===== src/rtl/hacd_pkg.sv =====
// Shared constants and types for the HACD AXI read splitter.
package hacd_pkg;

    localparam logic [1:0] BURST_FIXED = 2'b00;
    localparam logic [1:0] BURST_INCR  = 2'b01;
    localparam logic [1:0] BURST_WRAP  = 2'b10;

    localparam logic [12:0] PAGE_4K = 13'h1000;

    localparam int unsigned SUB_CNT_W = 9;
    typedef logic [SUB_CNT_W-1:0] sub_cnt_t;

    typedef enum logic [0:0] {StIdle, StIssue} ar_state_e;

    // Beats that fit between a size-aligned page offset and the next 4 KB boundary.
    function automatic logic [12:0] beats_to_4k(input logic [11:0] offs, input logic [2:0] size);
        return (PAGE_4K - {1'b0, offs}) >> size;
    endfunction

endpackage


===== src/rtl/hacd_trk_fifo.sv =====
// Synchronous tracker FIFO with simultaneous push/pop; pops from empty and pushes into a
// full FIFO without a concurrent pop are ignored.
module hacd_trk_fifo #(
    parameter int unsigned DEPTH = 4,
    parameter int unsigned WIDTH = 13
) (
    input  logic                       clk,
    input  logic                       rst_n,
    input  logic                       push,
    input  logic [WIDTH-1:0]           wdata,
    input  logic                       pop,
    output logic [WIDTH-1:0]           rdata,
    output logic                       full,
    output logic                       empty,
    output logic [$clog2(DEPTH+1)-1:0] count
);
    localparam int unsigned PTR_W = (DEPTH > 1) ? $clog2(DEPTH) : 1;
    localparam int unsigned CNT_W = $clog2(DEPTH + 1);

    logic [WIDTH-1:0] mem_q [DEPTH];
    logic [PTR_W-1:0] wr_ptr_q, rd_ptr_q;
    logic [CNT_W-1:0] count_q;
    logic             do_push, do_pop;

    function automatic logic [PTR_W-1:0] next_ptr(input logic [PTR_W-1:0] p);
        return (p == PTR_W'(DEPTH - 1)) ? '0 : p + PTR_W'(1);
    endfunction

    assign full    = (count_q == CNT_W'(DEPTH));
    assign empty   = (count_q == '0);
    assign count   = count_q;
    assign rdata   = mem_q[rd_ptr_q];
    assign do_pop  = pop && !empty;
    assign do_push = push && (!full || do_pop);

    always_ff @(posedge clk) begin
        if (do_push) begin
            mem_q[wr_ptr_q] <= wdata;
        end
    end

    always_ff @(posedge clk or negedge rst_n) begin
        if (!rst_n) begin
            wr_ptr_q <= '0;
            rd_ptr_q <= '0;
            count_q  <= '0;
        end else begin
            if (do_push) wr_ptr_q <= next_ptr(wr_ptr_q);
            if (do_pop)  rd_ptr_q <= next_ptr(rd_ptr_q);
            if (do_push && !do_pop)      count_q <= count_q + CNT_W'(1);
            else if (do_pop && !do_push) count_q <= count_q - CNT_W'(1);
        end
    end

endmodule


===== src/rtl/hacd_axi_rd_splitter.sv =====
// AXI4 read-channel splitter: cuts INCR bursts at MAX_BEATS / 4 KB and merges R so the master
// sees one rlast. Optional stats counters under HACD_AR_SPLIT_STATS_EN.
`ifndef HACD_AXI4_ADDR_WIDTH
`define HACD_AXI4_ADDR_WIDTH 32
`endif
`ifndef HACD_AXI4_DATA_WIDTH
`define HACD_AXI4_DATA_WIDTH 64
`endif
`ifndef HACD_AXI4_ID_WIDTH
`define HACD_AXI4_ID_WIDTH 4
`endif
`ifndef HACD_AXI4_USER_WIDTH
`define HACD_AXI4_USER_WIDTH 1
`endif

module hacd_axi_rd_splitter
    import hacd_pkg::*;
#(
    parameter int unsigned ADDR_WIDTH = `HACD_AXI4_ADDR_WIDTH,
    parameter int unsigned DATA_WIDTH = `HACD_AXI4_DATA_WIDTH,
    parameter int unsigned ID_WIDTH   = `HACD_AXI4_ID_WIDTH,
    parameter int unsigned USER_WIDTH = `HACD_AXI4_USER_WIDTH,
    parameter int unsigned MAX_BEATS  = 16,
    parameter int unsigned TRK_DEPTH  = 4
) (
    input  logic                  clk,
    input  logic                  rst_n,
    input  logic [ID_WIDTH-1:0]   s_axi_arid,
    input  logic [ADDR_WIDTH-1:0] s_axi_araddr,
    input  logic [7:0]            s_axi_arlen,
    input  logic [2:0]            s_axi_arsize,
    input  logic [1:0]            s_axi_arburst,
    input  logic                  s_axi_arlock,
    input  logic [3:0]            s_axi_arcache,
    input  logic [2:0]            s_axi_arprot,
    input  logic [3:0]            s_axi_arqos,
    input  logic [USER_WIDTH-1:0] s_axi_aruser,
    input  logic                  s_axi_arvalid,
    output logic                  s_axi_arready,
    output logic [ID_WIDTH-1:0]   s_axi_rid,
    output logic [DATA_WIDTH-1:0] s_axi_rdata,
    output logic [1:0]            s_axi_rresp,
    output logic [USER_WIDTH-1:0] s_axi_ruser,
    output logic                  s_axi_rlast,
    output logic                  s_axi_rvalid,
    input  logic                  s_axi_rready,
    output logic [ID_WIDTH-1:0]   m_axi_arid,
    output logic [ADDR_WIDTH-1:0] m_axi_araddr,
    output logic [7:0]            m_axi_arlen,
    output logic [2:0]            m_axi_arsize,
    output logic [1:0]            m_axi_arburst,
    output logic                  m_axi_arlock,
    output logic [3:0]            m_axi_arcache,
    output logic [2:0]            m_axi_arprot,
    output logic [3:0]            m_axi_arqos,
    output logic [USER_WIDTH-1:0] m_axi_aruser,
    output logic                  m_axi_arvalid,
    input  logic                  m_axi_arready,
    input  logic [ID_WIDTH-1:0]   m_axi_rid,
    input  logic [DATA_WIDTH-1:0] m_axi_rdata,
    input  logic [1:0]            m_axi_rresp,
    input  logic [USER_WIDTH-1:0] m_axi_ruser,
    input  logic                  m_axi_rlast,
    input  logic                  m_axi_rvalid,
    output logic                  m_axi_rready
`ifdef HACD_AR_SPLIT_STATS_EN
    ,
    output logic [31:0]           stat_split_txn,
    output logic [31:0]           stat_sub_bursts
`endif
);
    localparam logic [8:0] MaxBeats = 9'(MAX_BEATS);
    localparam int unsigned CntW = $clog2(TRK_DEPTH + 1);

    typedef struct packed {
        logic [ID_WIDTH-1:0] id;
        sub_cnt_t            sub_count;
    } trk_entry_t;

    typedef struct packed {
        logic [ID_WIDTH-1:0]   id;
        logic [2:0]            size;
        logic [1:0]            burst;
        logic                  lock;
        logic [3:0]            cache;
        logic [2:0]            prot;
        logic [3:0]            qos;
        logic [USER_WIDTH-1:0] user;
    } ar_side_t;

    ar_state_e             state_q, state_d;
    ar_side_t              side_q, side_d;
    logic [ADDR_WIDTH-1:0] addr_q, addr_d, addr_align;
    sub_cnt_t              beats_left_q, beats_left_d, sub_cnt_q, sub_cnt_d;
    sub_cnt_t              sub_done_q, sub_done_d, sub_beats;
    logic [12:0]           to_4k;
    logic                  ar_hs, trk_push, trk_pop, trk_full, trk_empty, last_sub, r_last_hs;
    logic [CntW-1:0]       trk_count;
    trk_entry_t            trk_head, trk_wdata;

    hacd_trk_fifo #(
        .DEPTH (TRK_DEPTH),
        .WIDTH ($bits(trk_entry_t))
    ) u_trk_fifo (
        .clk   (clk),
        .rst_n (rst_n),
        .push  (trk_push),
        .wdata (trk_wdata),
        .pop   (trk_pop),
        .rdata (trk_head),
        .full  (trk_full),
        .empty (trk_empty),
        .count (trk_count)
    );

    // Only one ID may be outstanding so R returns stay in tracker order.
    assign s_axi_arready = rst_n && (state_q == StIdle) && !trk_full &&
                           ((trk_count == '0) || (s_axi_arid == trk_head.id));

    assign addr_align = addr_q & ~((ADDR_WIDTH'(1) << side_q.size) - ADDR_WIDTH'(1));
    assign to_4k      = beats_to_4k(addr_align[11:0], side_q.size);

    always_comb begin
        sub_beats = beats_left_q;
        if (side_q.burst == BURST_INCR) begin
            if (sub_beats > MaxBeats) sub_beats = MaxBeats;
            if ({4'd0, sub_beats} > to_4k) sub_beats = to_4k[8:0];
        end
    end

    assign m_axi_arvalid = (state_q == StIssue);
    assign m_axi_araddr  = addr_q;
    assign m_axi_arlen   = 8'(sub_beats - 9'd1);
    assign m_axi_arid    = side_q.id;
    assign m_axi_arsize  = side_q.size;
    assign m_axi_arburst = side_q.burst;
    assign m_axi_arlock  = side_q.lock;
    assign m_axi_arcache = side_q.cache;
    assign m_axi_arprot  = side_q.prot;
    assign m_axi_arqos   = side_q.qos;
    assign m_axi_aruser  = side_q.user;

    assign ar_hs               = m_axi_arvalid && m_axi_arready;
    assign trk_wdata.id        = side_q.id;
    assign trk_wdata.sub_count = sub_cnt_q + 9'd1;

    always_comb begin
        state_d      = state_q;
        side_d       = side_q;
        addr_d       = addr_q;
        beats_left_d = beats_left_q;
        sub_cnt_d    = sub_cnt_q;
        trk_push     = 1'b0;
        unique case (state_q)
            StIdle: begin
                if (s_axi_arvalid && s_axi_arready) begin
                    side_d       = '{id: s_axi_arid, size: s_axi_arsize, burst: s_axi_arburst,
                                     lock: s_axi_arlock, cache: s_axi_arcache,
                                     prot: s_axi_arprot, qos: s_axi_arqos, user: s_axi_aruser};
                    addr_d       = s_axi_araddr;
                    beats_left_d = {1'b0, s_axi_arlen} + 9'd1;
                    sub_cnt_d    = '0;
                    state_d      = StIssue;
                end
            end
            StIssue: begin
                if (m_axi_arready) begin
                    beats_left_d = beats_left_q - sub_beats;
                    addr_d       = addr_align + (ADDR_WIDTH'(sub_beats) << side_q.size);
                    sub_cnt_d    = sub_cnt_q + 9'd1;
                    if (beats_left_q == sub_beats) begin
                        trk_push = 1'b1;
                        state_d  = StIdle;
                    end
                end
            end
            default: state_d = StIdle;
        endcase
    end

    always_ff @(posedge clk or negedge rst_n) begin
        if (!rst_n) begin
            state_q      <= StIdle;
            side_q       <= '0;
            addr_q       <= '0;
            beats_left_q <= '0;
            sub_cnt_q    <= '0;
            sub_done_q   <= '0;
        end else begin
            state_q      <= state_d;
            side_q       <= side_d;
            addr_q       <= addr_d;
            beats_left_q <= beats_left_d;
            sub_cnt_q    <= sub_cnt_d;
            sub_done_q   <= sub_done_d;
        end
    end

    assign s_axi_rvalid = m_axi_rvalid;
    assign s_axi_rid    = m_axi_rid;
    assign s_axi_rdata  = m_axi_rdata;
    assign s_axi_rresp  = m_axi_rresp;
    assign s_axi_ruser  = m_axi_ruser;
    assign m_axi_rready = s_axi_rready;

    assign last_sub    = ((sub_done_q + 9'd1) == trk_head.sub_count);
    assign s_axi_rlast = m_axi_rlast && (trk_empty || last_sub);
    assign r_last_hs   = m_axi_rvalid && s_axi_rready && m_axi_rlast;
    assign trk_pop     = r_last_hs && !trk_empty && last_sub;

    always_comb begin
        sub_done_d = sub_done_q;
        if (r_last_hs && !trk_empty) begin
            sub_done_d = last_sub ? '0 : sub_done_q + 9'd1;
        end
    end

    // R data with nothing tracked means the downstream returned an unrequested burst.
    assert property (@(posedge clk) disable iff (!rst_n)
                     !(m_axi_rvalid && s_axi_rready && trk_empty));

`ifdef HACD_AR_SPLIT_STATS_EN
    logic [31:0] stat_split_q, stat_sub_q;

    always_ff @(posedge clk or negedge rst_n) begin
        if (!rst_n) begin
            stat_split_q <= '0;
            stat_sub_q   <= '0;
        end else begin
            if (ar_hs && (stat_sub_q != '1)) stat_sub_q <= stat_sub_q + 32'd1;
            if (trk_push && (sub_cnt_q != '0) && (stat_split_q != '1)) begin
                stat_split_q <= stat_split_q + 32'd1;
            end
        end
    end

    assign stat_split_txn  = stat_split_q;
    assign stat_sub_bursts = stat_sub_q;
`else
    logic unused_ar_hs;
    assign unused_ar_hs = ar_hs;
`endif

endmodule

===== config.mk =====
export PLATFORM = sky130hd
export DESIGN_NAME = hacd_axi_rd_splitter
export DESIGN_NICKNAME = d
export VERILOG_FILES = /design/src/rtl/hacd_pkg.sv /design/src/rtl/hacd_trk_fifo.sv /design/src/rtl/hacd_axi_rd_splitter.sv
export SDC_FILE = /design/constraint.sdc
export NUM_CORES = 1
export LEC_CHECK = 0
export ABC_AREA = 1
export CAP_MARGIN = 5
export CORE_MARGIN = 2
export CORE_UTILIZATION = 53
export CTS_BUF_LIST = sky130_fd_sc_hd__clkbuf_4
export DETAILED_ROUTE_END_ITERATION = 16
export HOLD_SLACK_MARGIN = 0.06
export PLACE_DENSITY_LB_ADDON = 0.3
export SETUP_SLACK_MARGIN = 0.2
export SKIP_CTS_REPAIR_TIMING = 1
export SYNTH_ARGS = -nofsm -noshare
export SYNTH_HDL_FRONTEND = slang
export SYNTH_SLANG_ARGS = --single-unit

===== constraint.sdc =====
create_clock -name clk -period 11.85 [get_ports clk]
set_clock_uncertainty 0.2 [all_clocks]
set_input_delay 2.37 -clock clk [delete_from_list [all_inputs] [get_ports clk]]
set_output_delay 2.37 -clock clk [all_outputs]
set_load 0.01 [all_outputs]

# Word level (Yosys, flattened, before mapping)
# Memory sizes are Yosys's and may differ from the RTL's.
# Index checks and enable logic that the tools add are counted.
# classes
n_lt_le_gt_ge,2
n_reduce_logical,24
addsub,12
shifts,3
n_mul,0
eq_ne,9
muxes,27
n_bitwise,3
div,0
# ops
operator,count
9-bit 2-to-1 mux,9
32-bit 2-to-1 mux,2
32-bit case mux with 2 select lines,1
9-bit case mux with 2 select lines,2
32-bit adder,1
32-bit AND,1
32-bit NOT,1
1-bit by 3-bit left shift with 32-bit output (first input constant),1
9-bit by 3-bit left shift with 32-bit output,1
32-bit by 1-bit subtractor with 32-bit output (second input constant),1
9-bit by 1-bit adder with 9-bit output (second input constant),2
9-bit equality test,2
9-bit by 13-bit > comparator with 1-bit output,1
1-bit logical AND,13
13-bit by 3-bit >> shifter with 13-bit output,1
13-bit by 12-bit subtractor with 13-bit output (first input constant),1
8-bit by 1-bit adder with 9-bit output (second input constant),1
9-bit by 5-bit > comparator with 1-bit output (second input constant),1
9-bit subtractor,1
1-bit 2-to-1 mux,8
8-bit by 1-bit subtractor with 8-bit output (second input constant),1
3-bit 2-to-1 mux,2
2-bit by 1-bit adder with 2-bit output (second input constant),2
2-bit equality test (second input constant),2
other kinds (15),22
# totals
output_inout_bits,138
ramBits,52
memories,1
register_bits,89
latch_bits,0
word_cells,97
input_bits,140
rom_bits,0
# memory_table
name,words,word_bits,read_ports,rd_clocked_by_memory_dff,write_ports,line_no,source
u_trk_fifo.mem_q,4,13,1,0,1,hacd_trk_fifo.sv:20,logic [WIDTH-1:0] mem_q [DEPTH];

# Longest topological paths before layout
# depth
word_depth,18
mapped_depth,58
mapped_depth_nobuf,55

# Hierarchy
# A second synthesis with hierarchy kept.
# hier_totals
hier_cells,1353
area_unflattened_um2,10515.1
# by_module_without_submodules
module,area_each_um2,cells_each,instances,seq_area_each_um2
hacd_axi_rd_splitter,7922.6,1141,1,2052.0
hacd_trk_fifo,2592.5,212,1,1736.7

# Worst setup path after synthesis
# OpenSTA, ideal clock, no wires.
# synth_path
kind,register to output
startpoint,"register side_q, in the netlist m_axi_arsize[0]"
endpoint,output m_axi_arlen[4]
stages_incl_launch_ff,38
slack_ps,4320
n_path_buf,3
t_required_ps,9280
t_arrival_ps,4960
path_cell_list,dfrtp_1 buf_2 buf_1 clkbuf_1 nand2_1 ha_1 inv_1 nand2_1 nor2_4 nor2_4 nor2_4 nand2_1 nor2_1 xor2_1 nand2_1 nand2_1 nand2_1 nand2_1 (+2 left out) inv_1 ha_1 nand2_1 o21ai_0 a21boi_0 o21ai_0 nand2_1 nand2_1 o21ai_0 inv_1 nand4_2 nand2_1 nand3_2 nand2_1 ha_1 inv_1 nor2_1 xnor2_1
# synth_between
elab_chain_len,10
# synth_lines
element,line_no,source
start: declaration,hacd_axi_rd_splitter.sv:92,"ar_side_t side_q, side_d;"
start signal: assignment,hacd_axi_rd_splitter.sv:191,side_q <= side_d;
1-bit by 3-bit left shift with 32-bit output,hacd_axi_rd_splitter.sv:120,assign addr_align = addr_q & ~((ADDR_WIDTH'(1) << side_q.size) - ADDR_WIDTH'(1));
32-bit by 1-bit subtractor with 32-bit output,hacd_axi_rd_splitter.sv:120,
32-bit NOT,hacd_axi_rd_splitter.sv:120,
32-bit AND,hacd_axi_rd_splitter.sv:120,
13-bit by 12-bit subtractor with 13-bit output,hacd_pkg.sv:17,"return (PAGE_4K - {1'b0, offs}) >> size;"
13-bit by 3-bit >> shifter with 13-bit output (*),hacd_pkg.sv:17,
9-bit by 13-bit > comparator with 1-bit output,hacd_axi_rd_splitter.sv:127,"if ({4'd0, sub_beats} > to_4k) sub_beats = to_4k[8:0];"
9-bit 2-to-1 mux (*),hacd_axi_rd_splitter.sv:127,
9-bit 2-to-1 mux (*),hacd_axi_rd_splitter.sv:125,if (side_q.burst == BURST_INCR) begin
8-bit by 1-bit subtractor with 8-bit output (*),hacd_axi_rd_splitter.sv:133,assign m_axi_arlen = 8'(sub_beats - 9'd1);
end: declaration,hacd_axi_rd_splitter.sv:49,"output logic [7:0] m_axi_arlen,"
# Every way passes the cells marked *; elsewhere a longest branch is shown, timed or not.

# Final worst setup path
# Same ends and word-level chain as after synthesis.

==> metrics.md <==
| Metric | Value |
|---|---|
| Status | `finished, final reports clean` |
| Post-route fraction of the period consumed by the critical path | `75.5%` |
| Starting Density | `53.8%` |
| Count of different cell masters after synthesis | `57` |
| CTS tree | `built` |
| Bufs on Longest Clock Path | `2` |
| Residual DRC | `0` |
| Register bit total from synthesis | `141` |
| Grt ovf | `0` |
| Startpoint types | `register` |
| Stages on the worst setup path | `37` |
| RSZ-0062 raised after global routing | `no` |
| Part of the Yosys area used for sequential elements | `36.3%` |
| Pwr per Cell Area | `185 mW/mm^2` |
| Required time of the critical path | `9.28 ns` |
| First-pass iteration count of the detailed router | `6` |
| Core Region | `0.0194 mm^2` |
| Worst Tran Pin Value | `1.21 ns` |
| Clk Tree Root Cell | `clkbuf_4` |
| Vias per Instance | `5.50` |
| Portion of total power attributed to combinational logic | `49.8%` |
| FFs w/ async S/R, synth | `63.1%` |
| GR Util All Layers | `26.0%` |
| Number of clock buffers inserted by TritonCTS | `17` |
| Die width | `144 um` |
| Filler cell count in the final layout | `1788` |
| Leading cell type in the layout, fill and taps excluded | `nand2_1` |
| Type of the setup path with the least slack | `register to output port` |
| Final Hold Vio Count | `0` |
| Internal power summed over all cells | `0.00123 W` |
| Number of global-route vias before repair | `8534` |
| Routability cong. | `0.940` |
| Commonest non-fill, non-tap cells in the layout | `246 x nand2_1, 134 x clkdlybuf4s50_1, 131 x inv_1, 126 x nor2_1, 115 x nand3_1` |
| Net switching power | `0.000955 W` |
| Antenna cells | `0` |
| Total die area | `0.0208 mm^2` |
| Wire length of the first global-routing pass | `42.6 mm` |
| Clock transition at the register clock pins on the worst setup and hold paths after CTS | `0.15 ns` |
| Net count, final | `1575` |
| Worst reg2reg path depth | `51` |
| Top FF cell, synth | `dfrtp_1` |
| Share of post-route cells with drive strength above 1 | `10.1%` |
| Cells taking the most area after synthesis | `dfrtp_1 21%, edfxtp_1 15%, nand2_1 8.9%, buf_4 5.8%, ha_1 5.5%` |
| Slowest cell delay on critical path | `0.59 ns` |
| Maximum operating frequency | `112 MHz` |
| Buf+Inv Stages, Crit Path | `7` |
| Max-cap violations | `0` |
| Yosys warnings | `0` |
| Power share of the clock group | `17.9%` |
| Element type at the critical path end | `output port` |
| Flop-to-flop setup slack | `4.18 ns` |
| Final min period | `8.94 ns` |
| Port-buffer cells | `135` |
| Wirelength per Cell | `16.1 um` |
| Final wirelength | `26.7 mm` |
| Data arrival time of the critical path | `6.37 ns` |
| First DRT Iteration DRCs | `624` |
| Highest-delay cell along the critical path | `clkdlybuf4s50_1` |
| Average footprint of a synthesized cell | `7.78 um^2` |
| Area of combinational cells with multiple inputs | `0.00531 mm^2` |
| Pleak | `5.36 nW` |
| H-Tree Depth | `4` |
| Final total negative setup slack | `0 ns` |
| Switching Share | `43.8%` |
| Min-delay worst type | `register to register` |
| Worst-skew pair later-pin latency | `0.58 ns` |
| Post-route antenna net violation count | `0` |
| Cell taking the most area after synthesis | `dfrtp_1` |
| Peak VDD IR | `105 uV` |
| Worst relative slew slack | `18.8%` |
| Endpoint with the worst hold slack | `m_axi_arprot[1]` |
| Final setup violation count | `0` |
| Seq. cell area | `0.00379 mm^2` |
| Worst Hold Path Cells | `1` |
| Netlist area before placement | `0.0104 mm^2` |
| Via total after detailed routing | `9148` |
| Post-synthesis instance total | `1341` |
| Clock sink count | `141` |
| Area growth from synthesis to layout | `13.0%` |
| Most prevalent standard cell on the critical path | `nand2_1` |
| Launch point of the worst reg-to-reg path | `m_axi_arsize[0]` |
| Portion of total power attributed to sequential cells | `32.3%` |
| Total count of max-transition violations in the final report | `0` |
| Initial antenna violation count | `0` |
| Worst-case hold slack | `0.323 ns` |
| Critical path peak fanout | `27` |
| Number of placed I/O pins | `278` |
| Launch instance of the worst min-delay path | `m_axi_arprot[1]` |
| Number of enable-type register cells in the synthesized netlist | `52` |
| Cell row count | `51` |
| Delay-heaviest family, CP | `simple AND/OR/NAND/NOR gates` |
| Largest net degree at the start of global routing | `76` |
| Total half-perimeter wirelength after legalization and detailed placement | `20.0 mm` |
| Critical R2R Capture | `m_axi_araddr[27]` |
| Die Span Y | `144 um` |
| Synth top area share | `21.3%` |
==> registers in the layout, indices dropped and copies added, names as in the netlist, 4 cells and up <==
signal	cells
sub_cnt_q	9
m_axi_araddr	32
m_axi_arid	4
u_trk_fifo.mem_q	52
sub_done_q	9
m_axi_arcache	4
beats_left_q	9
m_axi_arqos	4
==> power by group through the flow <==
stage / Combinational, W / Clock (W) / Sequential [W]
3_3_place_gp: 0.00106 / 0 / 0.000709
5_1_grt: 0.00121 / 0.000417 / 0.000717
2_1_floorplan: 0.000742 / 0 / 0.000700
3_5_place_dp: 0.00108 / 0 / 0.000710
6_report: 0.00109 / 0.000390 / 0.000704
4_1_cts: 0.00108 / 0.000398 / 0.000701
==> per-stage QoR <==
step                total power (W)  utilization (%)  worst slack [ns]  cells  instance area (um^2)
floorplan                   0.00144                -              4.32   1344                 10400
global placement            0.00177             58.9              3.71   1632                 11400
detailed placement          0.00179             58.9              3.62   1632                 11400
CTS                         0.00218             60.8              2.92   1664                 11800
global route                0.00235             60.8              2.24   1664                 11800
finish                      0.00218             60.8              2.91   1664                 11800
==> synth_stat cells, drive strengths merged, types with 3 or more instances <==
cell and count:
nand2 266, inv 144, nor2 139, nand3 129, o21ai 112, buf 100, dfrtp 89, edfxtp 52
a21oi 51, ha 46, o22ai 31, xor2 27, clkbuf 23, mux2 20, xnor2 17, nand4 15
nor3 14, a31oi 11, o211ai 11, nor4 9, clkinv 6, or2 5, o221ai 4, fa 3
o2111ai 3
==> kinds of logic after synthesis <==
kind of cell,count (synthesis),share of synthesized area [%]
and+or+nand+nor,580,26.0
buffers and inverters,273,12.9
AOI/OAI and AO/OA,232,12.6
DFF,141,36.3
adders and majority gates,49,6.09
xor gates and xnor gates,44,3.77
muxes,21,2.25
other,1,0.0359
==> layer usage <==
metal / GRT usage, % / share of wire [%] / vias to the layer above
met4: 9.66 / 2.9 / 0
li1: - / - / 4513
met2: 41.3 / 45 / 392
met3: 5.66 / 7.4 / 61
met1: 35.1 / 45 / 4182
met5: 0 / 0 / -
==> layout make-up <==
| cell class | instances | share of cell area, % |
|---|---|---|
| clock buffers | 17 | 1.08 |
| clock inverters | 15 | 1.94 |
| inverters | 150 | 4.81 |
| multi-input cells | 930 | 45.1 |
| flip-flops and latches | 141 | 32.2 |
| well taps | 265 | 2.81 |
| repair buffers | 146 | 12.1 |
==> worst max path at each step <==
stage                          startpoint             end
after floorplan           m_axi_arsize[0]  m_axi_arlen[4]
after global placement    m_axi_arsize[0]  m_axi_arlen[4]
after detailed placement  m_axi_arsize[0]  m_axi_arlen[4]
after CTS                 m_axi_arsize[0]  m_axi_arlen[2]
after global routing      m_axi_arsize[0]  m_axi_arlen[4]
final                     m_axi_arsize[0]  m_axi_arlen[4]
Note: power is estimated with default switching activity, not from simulation.
